**src/rtl/traffic_pkg.sv**
```systemverilog
// traffic_pkg: shared types and constants for the traffic phase controller.
//   phase_t      - controller phases (RED, GREEN, YELLOW, FLASH)
//   LIGHT_*      - two-bit lamp codes driven on sw_traffic_lights
//   light_code() - lamp code shown for a timed phase
package traffic_pkg;

  typedef enum logic [1:0] {
    ST_RED    = 2'd0,
    ST_GREEN  = 2'd1,
    ST_YELLOW = 2'd2,
    ST_FLASH  = 2'd3
  } phase_t;

  localparam logic [1:0] LIGHT_OFF    = 2'b00;
  localparam logic [1:0] LIGHT_RED    = 2'b01;
  localparam logic [1:0] LIGHT_GREEN  = 2'b10;
  localparam logic [1:0] LIGHT_YELLOW = 2'b11;

  // FLASH has no fixed code (it toggles); callers handle it separately.
  function automatic logic [1:0] light_code(input phase_t p);
    case (p)
      ST_RED:    light_code = LIGHT_RED;
      ST_GREEN:  light_code = LIGHT_GREEN;
      ST_YELLOW: light_code = LIGHT_YELLOW;
      default:   light_code = LIGHT_YELLOW;
    endcase
  endfunction

endpackage

```
**src/rtl/btn_req_latch.sv**
```systemverilog
// btn_req_latch: pedestrian button rising-edge detector with request latch.
//   clk     - clock
//   reset   - synchronous active-high reset (clears history and request)
//   btn     - button level, synchronous to clk
//   clr     - clears the request; wins over a coincident rising edge
//   pending - latched request
module btn_req_latch (
  input  logic clk,
  input  logic reset,
  input  logic btn,
  input  logic clr,
  output logic pending
);

  logic btn_prev;

  always_ff @(posedge clk) begin
    if (reset) begin
      btn_prev <= 1'b0;
      pending  <= 1'b0;
    end else begin
      btn_prev <= btn;
      if (clr)
        pending <= 1'b0;
      else if (btn && !btn_prev)
        pending <= 1'b1;
    end
  end

endmodule

```
**src/rtl/traffic_phase_ctrl.sv**
```systemverilog
// traffic_phase_ctrl: RED->GREEN->YELLOW traffic light sequencer with
// pedestrian early-exit from GREEN and a flashing-yellow fault mode.
//   clk               - clock
//   reset             - synchronous active-high reset
//   roll              - tick enable; phase timing advances only when 1
//   btn               - pedestrian button level
//   flash             - requests flashing-yellow mode (acted on at a roll)
//   sw_traffic_lights - lamp code (01 red, 10 green, 11 yellow, 00 off)
//   walk              - pedestrian walk indication
//   ped_pending       - latched pedestrian request not yet served
//   phase_remaining   - ticks left in the current phase (0 in FLASH)
// All outputs are registered and computed from the next state so they
// change on the same edge as the state/counter.
module traffic_phase_ctrl
  import traffic_pkg::*;
#(
  parameter int TIME_W    = 5,
  parameter int RED_T     = 11,
  parameter int GREEN_T   = 10,
  parameter int YELLOW_T  = 3,
  parameter int MIN_GREEN = 4,
  parameter int WALK_T    = 8
) (
  input  logic              clk,
  input  logic              reset,
  input  logic              roll,
  input  logic              btn,
  input  logic              flash,
  output logic [1:0]        sw_traffic_lights,
  output logic              walk,
  output logic              ped_pending,
  output logic [TIME_W-1:0] phase_remaining
);

  localparam int MAX_T = (1 << TIME_W) - 1;

  if (RED_T < 1 || GREEN_T < 1 || YELLOW_T < 1 || MIN_GREEN < 1 ||
      RED_T > MAX_T || GREEN_T > MAX_T || YELLOW_T > MAX_T ||
      MIN_GREEN > MAX_T || WALK_T > MAX_T ||
      MIN_GREEN > GREEN_T || WALK_T > RED_T) begin : g_bad_params
    $error("traffic_phase_ctrl: illegal timing parameters");
  end

  localparam logic [TIME_W-1:0] ONE        = TIME_W'(1);
  localparam logic [TIME_W-1:0] RED_D      = TIME_W'(RED_T);
  localparam logic [TIME_W-1:0] GREEN_D    = TIME_W'(GREEN_T);
  localparam logic [TIME_W-1:0] YELLOW_D   = TIME_W'(YELLOW_T);
  localparam logic [TIME_W-1:0] RED_LAST   = TIME_W'(RED_T - 1);
  localparam logic [TIME_W-1:0] GREEN_LAST = TIME_W'(GREEN_T - 1);
  localparam logic [TIME_W-1:0] YEL_LAST   = TIME_W'(YELLOW_T - 1);
  localparam logic [TIME_W-1:0] MIN_LAST   = TIME_W'(MIN_GREEN - 1);
  localparam logic [TIME_W-1:0] WALK_LIM   = TIME_W'(WALK_T);

  phase_t            state, state_next;
  logic [TIME_W-1:0] cnt, cnt_next;
  logic [1:0]        lights_next;
  logic              walk_next;
  logic [TIME_W-1:0] remaining_next;
  logic              clr;

  // Request is served when RED is entered (from YELLOW or FLASH).
  assign clr = roll && (state_next == ST_RED) && (state != ST_RED);

  btn_req_latch u_btn_req_latch (
    .clk     (clk),
    .reset   (reset),
    .btn     (btn),
    .clr     (clr),
    .pending (ped_pending)
  );

  always_ff @(posedge clk) begin
    if (reset) begin
      state             <= ST_RED;
      cnt               <= '0;
      sw_traffic_lights <= LIGHT_RED;
      walk              <= (WALK_T > 0);
      phase_remaining   <= RED_D;
    end else begin
      state             <= state_next;
      cnt               <= cnt_next;
      sw_traffic_lights <= lights_next;
      walk              <= walk_next;
      phase_remaining   <= remaining_next;
    end
  end

  always_comb begin
    state_next     = state;
    cnt_next       = cnt;
    lights_next    = sw_traffic_lights;
    walk_next      = 1'b0;
    remaining_next = '0;

    if (roll) begin
      if (flash) begin
        // Fault mode overrides every other transition.
        cnt_next = '0;
        if (state == ST_FLASH) begin
          lights_next = (sw_traffic_lights == LIGHT_OFF) ? LIGHT_YELLOW : LIGHT_OFF;
        end else begin
          state_next  = ST_FLASH;
          lights_next = LIGHT_YELLOW;
        end
      end else begin
        case (state)
          ST_RED: begin
            if (cnt == RED_LAST) begin
              state_next = ST_GREEN;
              cnt_next   = '0;
            end else begin
              cnt_next = cnt + ONE;
            end
          end
          ST_GREEN: begin
            // Pedestrian early exit once minimum green has been served.
            if ((ped_pending && cnt >= MIN_LAST) || cnt == GREEN_LAST) begin
              state_next = ST_YELLOW;
              cnt_next   = '0;
            end else begin
              cnt_next = cnt + ONE;
            end
          end
          ST_YELLOW: begin
            if (cnt == YEL_LAST) begin
              state_next = ST_RED;
              cnt_next   = '0;
            end else begin
              cnt_next = cnt + ONE;
            end
          end
          default: begin
            state_next = ST_RED;
            cnt_next   = '0;
          end
        endcase
      end
    end

    if (state_next != ST_FLASH)
      lights_next = light_code(state_next);

    walk_next = (state_next == ST_RED) && (cnt_next < WALK_LIM);

    case (state_next)
      ST_RED:    remaining_next = RED_D - cnt_next;
      ST_GREEN:  remaining_next = GREEN_D - cnt_next;
      ST_YELLOW: remaining_next = YELLOW_D - cnt_next;
      default:   remaining_next = '0;
    endcase
  end

endmodule

```
**config.mk**
```make
export PLATFORM = sky130hd
export DESIGN_NAME = traffic_phase_ctrl
export DESIGN_NICKNAME = d
export VERILOG_FILES = /design/src/rtl/traffic_pkg.sv /design/src/rtl/btn_req_latch.sv /design/src/rtl/traffic_phase_ctrl.sv
export SDC_FILE = /design/constraint.sdc
export NUM_CORES = 1
export LEC_CHECK = 0
export CELL_PAD_IN_SITES_DETAIL_PLACEMENT = 1
export CELL_PAD_IN_SITES_GLOBAL_PLACEMENT = 2
export CORE_ASPECT_RATIO = 0.9
export CORE_MARGIN = 2
export CORE_UTILIZATION = 27
export DETAILED_ROUTE_END_ITERATION = 12
export PLACE_DENSITY = 0.68
export SYNTH_ARGS = -nofsm -noshare
export SYNTH_HDL_FRONTEND = slang
export SYNTH_HIERARCHICAL = 1
export SYNTH_SLANG_ARGS = --single-unit
```
**constraint.sdc**
```tcl
create_clock -name clk -period 4.1 [get_ports clk]
set_input_delay 0.82 -clock clk [delete_from_list [all_inputs] [get_ports clk]]
set_output_delay 0.82 -clock clk [all_outputs]
set_load 0.01 [all_outputs]
```
==> reports/qor.yml, run 1 <==
reg2reg_from: "cnt[0]"
wl_met3_um: 49
final_antenna_net_count: 0
finalClockSkew_ns: 0.00340
cts.htree.levels: 1
tightest_slew_ns: 0.632
ys_warn_count: 6
end_kind: "flop"
slew_violations: 0
path_delay_family: "compound AO/OA/AOI/OAI gates"
r2r_slack_ns: 1.23
top_layer_used: "met4"
worst_slack_ns: 1.01
synth_fp_nets: 135
fp.coreArea_sq_um: 4050
post_cts_resized: 0
start_util_pct: 27.8
slowest_stage: "clkdlybuf4s50_1"
io_buffers: 13
period_needed_ns: 3.09
wl_per_cell_um: 16.0
syn2layout_area_growth_pct: 18.4
ys_async_sr_fraction_pct: 0
place_ws_ns: 0.757
cts_root_buf: "clkbuf_8"
cts_sinks: 17
grt_max_degree: 20
min_to: "u_btn_req_latch/pending"
die_h_um: 65.2
arrival_ns: 3.24
cp_num_buf_inv: 2
rsz0062_at_grt: "no"
finalSetupViolCount: 0
drtIter0Drc: 84
max_cap_violations: 0
hold_depth: 2
die_w_um: 72.0
dpl_cell_area_sq_um: 1290
fill_cells: 470
fin_total_pwr_mw: 0.399
hold_viol_final: 0
cts_tree: "built"
die-area_sq_um: 4700
status: "finished clean"
globalplace.congestion: 0.797
vias_per_cell: 5.38
hold_class: "reg -> reg"
path_cells: "clkdlybuf4s50_1 > inv_1 > o21a_1 > a211oi_2 > fa_1 > a221o_1"
ios: 14
instances_no_fill: 186
final_area_sq_um: 1330
num_antenna_cells: 0
layout.nets: 149
final_layout_size_suffix_gt1_share_pct: 12.3
leakage_nw: 0.500
power_density_nw_per_um2: 300
seq_area_frac_synth_pct: 30.3
overflow: 0
syn_inst: 125
min-delay-start: "u_btn_req_latch/btn_prev"
r2r_cells: 8
post-route-period-util_pct: 75.5
grt_pass1_wl_mm: 5.35
hold_buffers: 0
rows: 22
slowest_delay_ns: 0.65
synth_area_per_cell_sq_um: 9.00
timing.hold.ws_ns: 0.548
synth.ff_latch_count: 17
yosys.cell_types.count: 53
final_util_pct: 32.9
via_count: 1000
ys.flop_type: "dfxtp_1"
timing.fmax_mhz: 323
path_depth: 6
required_ns: 4.24
numCtsBuffers: 3
wl_met2_mm: 1.40
fin_setup_tns_ns: 0
clk_latency_ns: 0.25
netlist_area_sq_um: 1120
cts_setup_buffers: 0
ir_drop_mv: 0.159
hpwlAfterDp_mm: 2.24
synth_edf_count: 0
routed_wl_mm: 2.97
antenna_found_initial: 0
dp.cells: 182
critical_path_class: "in -> reg"
reg2reg_to: "phase_remaining[3]"
grtUsageTotal_pct: 14.6
clk_pin_slew_worst_paths_ns: 0.07
drc: 0
cp_max_fo: 10
clockBufferDepth: 2
grt_pass1_vias: 1073
start_kind: "input pin"
firstDrtPassIters: 4
max-slew-margin-rel_pct: 57.7
met1_length_mm: 1.48
[per-layer routing]
metal  vias to the layer above  GRT usage, %
met5                         -             0
met4                         0          5.19
met3                         5          2.30
met2                        11          22.2
met1                       497          20.8
li1                        487             -
[cell usage in the layout (no fill, tap or decap), types with 2 or more instances in the layout]
cell type / instances
nor2b_1: 5
nand2_1: 5
clkbuf_8: 3
inv_1: 5
a211oi_1: 2
a21oi_1: 5
ha_1: 4
clkdlybuf4s50_1: 13
nand3_1: 3
o21ai_0: 6
o21a_1: 3
nand2b_1: 5
nor2_1: 15
a221o_1: 2
and2_1: 2
nor3_1: 3
dfxtp_1: 17
o2111ai_1: 2
a21o_1: 2
a2111oi_0: 2
[power by group]
part	switching, mW	internal (mW)	leakage [nW]	total (mW)
registers	0.0119	0.176	0.140	0.188
clock network	0.0576	0.0690	0.0228	0.127
logic	0.0426	0.0418	0.338	0.0844
total	0.112	0.287	0.500	0.399
[layout make-up]
type / count / area [sq um] / share of cell area (%)
Tap cell: 48 / 60.1 / 4.51
Timing Repair Buffer: 14 / 138 / 10.3
Clock buffer: 4 / 45.0 / 3.38
Multi-Input combinational cell: 98 / 729 / 54.8
Inverter: 5 / 18.8 / 1.41
Sequential cell: 17 / 340 / 25.6
[worst reg2reg max path: cells and delay by family, from the launching register on]
kind	cells	cell delay [ns]
adders and majority gates	2	0.76
and+or+nand+nor	2	0.36
DFF	1	0.39
AOI/OAI and AO/OA	4	1.26
[how the worst max path moves through the flow]
stage | endpoint | slack (ns) | startpoint
6_report | phase_remaining[3] | 1.01 | roll
5_1_grt | phase_remaining[3] | 0.83 | roll
4_1_cts | phase_remaining[4] | 1.02 | roll
3_5_place_dp | phase_remaining[4] | 0.76 | roll
3_3_place_gp | phase_remaining[3] | 0.82 | roll
2_1_floorplan | phase_remaining[3] | 1.30 | roll
[synthesized netlist by cell type (all sizes together), types with 2 or more instances]
cell	number	share of area [%]
a2111oi	4	5.3
a211oi	3	2.4
a21o	3	2.1
a21oi	6	3.0
a221o	2	1.8
and2	3	1.7
buf	4	2.9
dfxtp	17	30
ha	4	4.4
inv	5	1.7
nand2	5	1.7
nand2b	5	2.8
nand3	3	1.3
nor2	15	5.0
nor2b	6	4.0
nor3	3	1.3
nor3b	2	1.8
o2111ai	2	1.6
o21a	3	2.0
o21ai	6	2.7
[state kept, by name (all words and copies together) (netlist names)]
name	cells
cnt	5
phase_remaining	5
state	2
sw_traffic_lights	2
u_btn_req_latch/btn_prev	1
u_btn_req_latch/pending	1
walk	1
[kinds of logic after synthesis]
group | Yosys count | share of synthesized area, %
compound gates | 40 | 30.3
simple gates | 50 | 25.9
buf+inv | 10 | 4.89
fa+ha+maj | 5 | 6.23
flops | 17 | 30.3
mux | 1 | 0.890
xor+xnor | 2 | 1.56
Note: power is estimated with default switching activity, not from simulation.
==> inputs of run 2 (changes only) <==
==> constraint.sdc (replaced) <==
create_clock -name clk -period 3.15 [get_ports clk]
set_input_delay 0.63 -clock clk [delete_from_list [all_inputs] [get_ports clk]]
set_output_delay 0.63 -clock clk [all_outputs]
set_load 0.01 [all_outputs]
==> reports/qor.yml, run 2 (same netlist as run 1, synthesis figures left out) <==
status: "finished clean"
critical_path_class: "in -> reg"
grt_pass1_wl_mm: 5.17
timing.fmax_mhz: 339
leakage_nw: 0.526
post-route-period-util_pct: 93.7
use_met1_pct: 18.0
final_cell_mix: "dfxtp_1, nor2_1, clkdlybuf4s50_1"
final_layout_size_suffix_gt1_share_pct: 16.1
arrival_ns: 3.14
via_count: 1035
ios: 14
num_antenna_cells: 0
cts_tree: "built"
hold_class: "reg -> reg"
layout.nets: 154
end_kind: "flop"
cts.htree.levels: 1
io_buffers: 13
worst_slack_ns: 0.199
grt_pass1_vias: 1054
syn2layout_area_growth_pct: 21.8
dpl_cell_area_sq_um: 1320
reg2reg_to: "phase_remaining[3]"
r2r_cells: 8
final_area_sq_um: 1370
max-slew-margin-rel_pct: 65.3
hpwlAfterDp_mm: 2.33
rows: 22
cp_max_fo: 10
start_kind: "input pin"
ir_drop_mv: 0.294
wl_per_cell_um: 15.8
cts_sinks: 17
post_cts_resized: 0
grtUsageTotal_pct: 14.3
reg.largest.list: "cnt: 5 flops, phase_remaining: 5 flops"
slew_violations: 0
max_cap_violations: 0
hold_viol_final: 0
routed_wl_mm: 3.01
globalplace.congestion: 0.796
slowest_delay_ns: 0.67
start_util_pct: 27.8
hold_buffers: 0
cts_root_buf: "clkbuf_8"
period_needed_ns: 2.95
finalSetupViolCount: 0
rsz0062_at_grt: "no"
place_ws_ns: -0.0797
vias_per_cell: 5.42
r2r_slack_ns: 0.27
overflow: 0
top_usage_layer: "met2"
firstDrtPassIters: 6
numCtsBuffers: 3
fp.coreArea_sq_um: 4050
reg2reg_from: "cnt[0]"
fin_total_pwr_mw: 0.523
required_ns: 3.33
grt_util_met3_pct: 2.91
slowest_stage: "clkdlybuf4s50_1"
final_antenna_net_count: 0
setup.worst_path.start: "roll"
clk_pin_slew_worst_paths_ns: 0.07
tightest_slew_ns: 0.507
antenna_found_initial: 0
crit_end: "phase_remaining[4]"
die-area_sq_um: 4700
power_density_nw_per_um2: 382
timing.hold.ws_ns: 0.576
final_common_cell: "dfxtp_1"
finalClockSkew_ns: 0.000925
cts_setup_buffers: 0
use_met2_pct: 24.4
die_h_um: 65.2
drc: 0
drtIter0Drc: 25
path_cells: "clkdlybuf4s50_1 > nand4bb_1 > a2111oi_2 > o22a_1 > a21oi_2 > fa_1 > o31ai_1 > a2bb2oi_1"
grt_max_degree: 13
clockBufferDepth: 2
die_w_um: 72.0
clk_latency_ns: 0.25
==> run 2: metal layers <==
layer	vias up	routed length [um]
met5	-	0
met4	0	59
met3	7	90
met2	15	1490
met1	513	1370
li1	500	-
==> run 2: area by class of cell <==
type	instances	area (sq um)
multi-input cells	98	729
flip-flops and latches	17	340
well taps	48	60.1
clock inverters	1	5.00
repair buffers	19	175
inverters	5	18.8
clock buffers	3	41.3
fillers	471	2680
==> run 2: metrics by stage <==
step	utilization (%)	TNS (ns)	cells
after global placement	32.7	-0.0345	187
after floorplan	-	0	125
after global routing	33.9	0	191
final	33.9	0	191
after CTS	33.9	0	191
after detailed placement	32.7	-0.106	187
==> run 2: how the worst min path moves through the flow <==
stage,start,end,depth (start not counted)
final,u_btn_req_latch/btn_prev,u_btn_req_latch/pending,2
after global routing,u_btn_req_latch/btn_prev,u_btn_req_latch/pending,2
after CTS,u_btn_req_latch/btn_prev,u_btn_req_latch/pending,2
after detailed placement,u_btn_req_latch/btn_prev,u_btn_req_latch/pending,2
after global placement,u_btn_req_latch/btn_prev,u_btn_req_latch/pending,2
after floorplan,u_btn_req_latch/btn_prev,u_btn_req_latch/pending,2
==> run 2: critical path: cells and delay by family <==
| family | cells | cell delay, ns |
|---|---|---|
| and+or+nand+nor | 1 | 0.24 |
| adders and majority gates | 1 | 0.48 |
| buffers and inverters | 1 | 0.67 |
| AOI/OAI and AO/OA | 5 | 1.11 |
==> run 2: power breakdown <==
part | total (mW) | internal (mW) | leakage (nW) | switching (mW)
clock network | 0.164 | 0.0878 | 0.0255 | 0.0757
logic | 0.114 | 0.0569 | 0.361 | 0.0575
registers | 0.245 | 0.229 | 0.140 | 0.0155
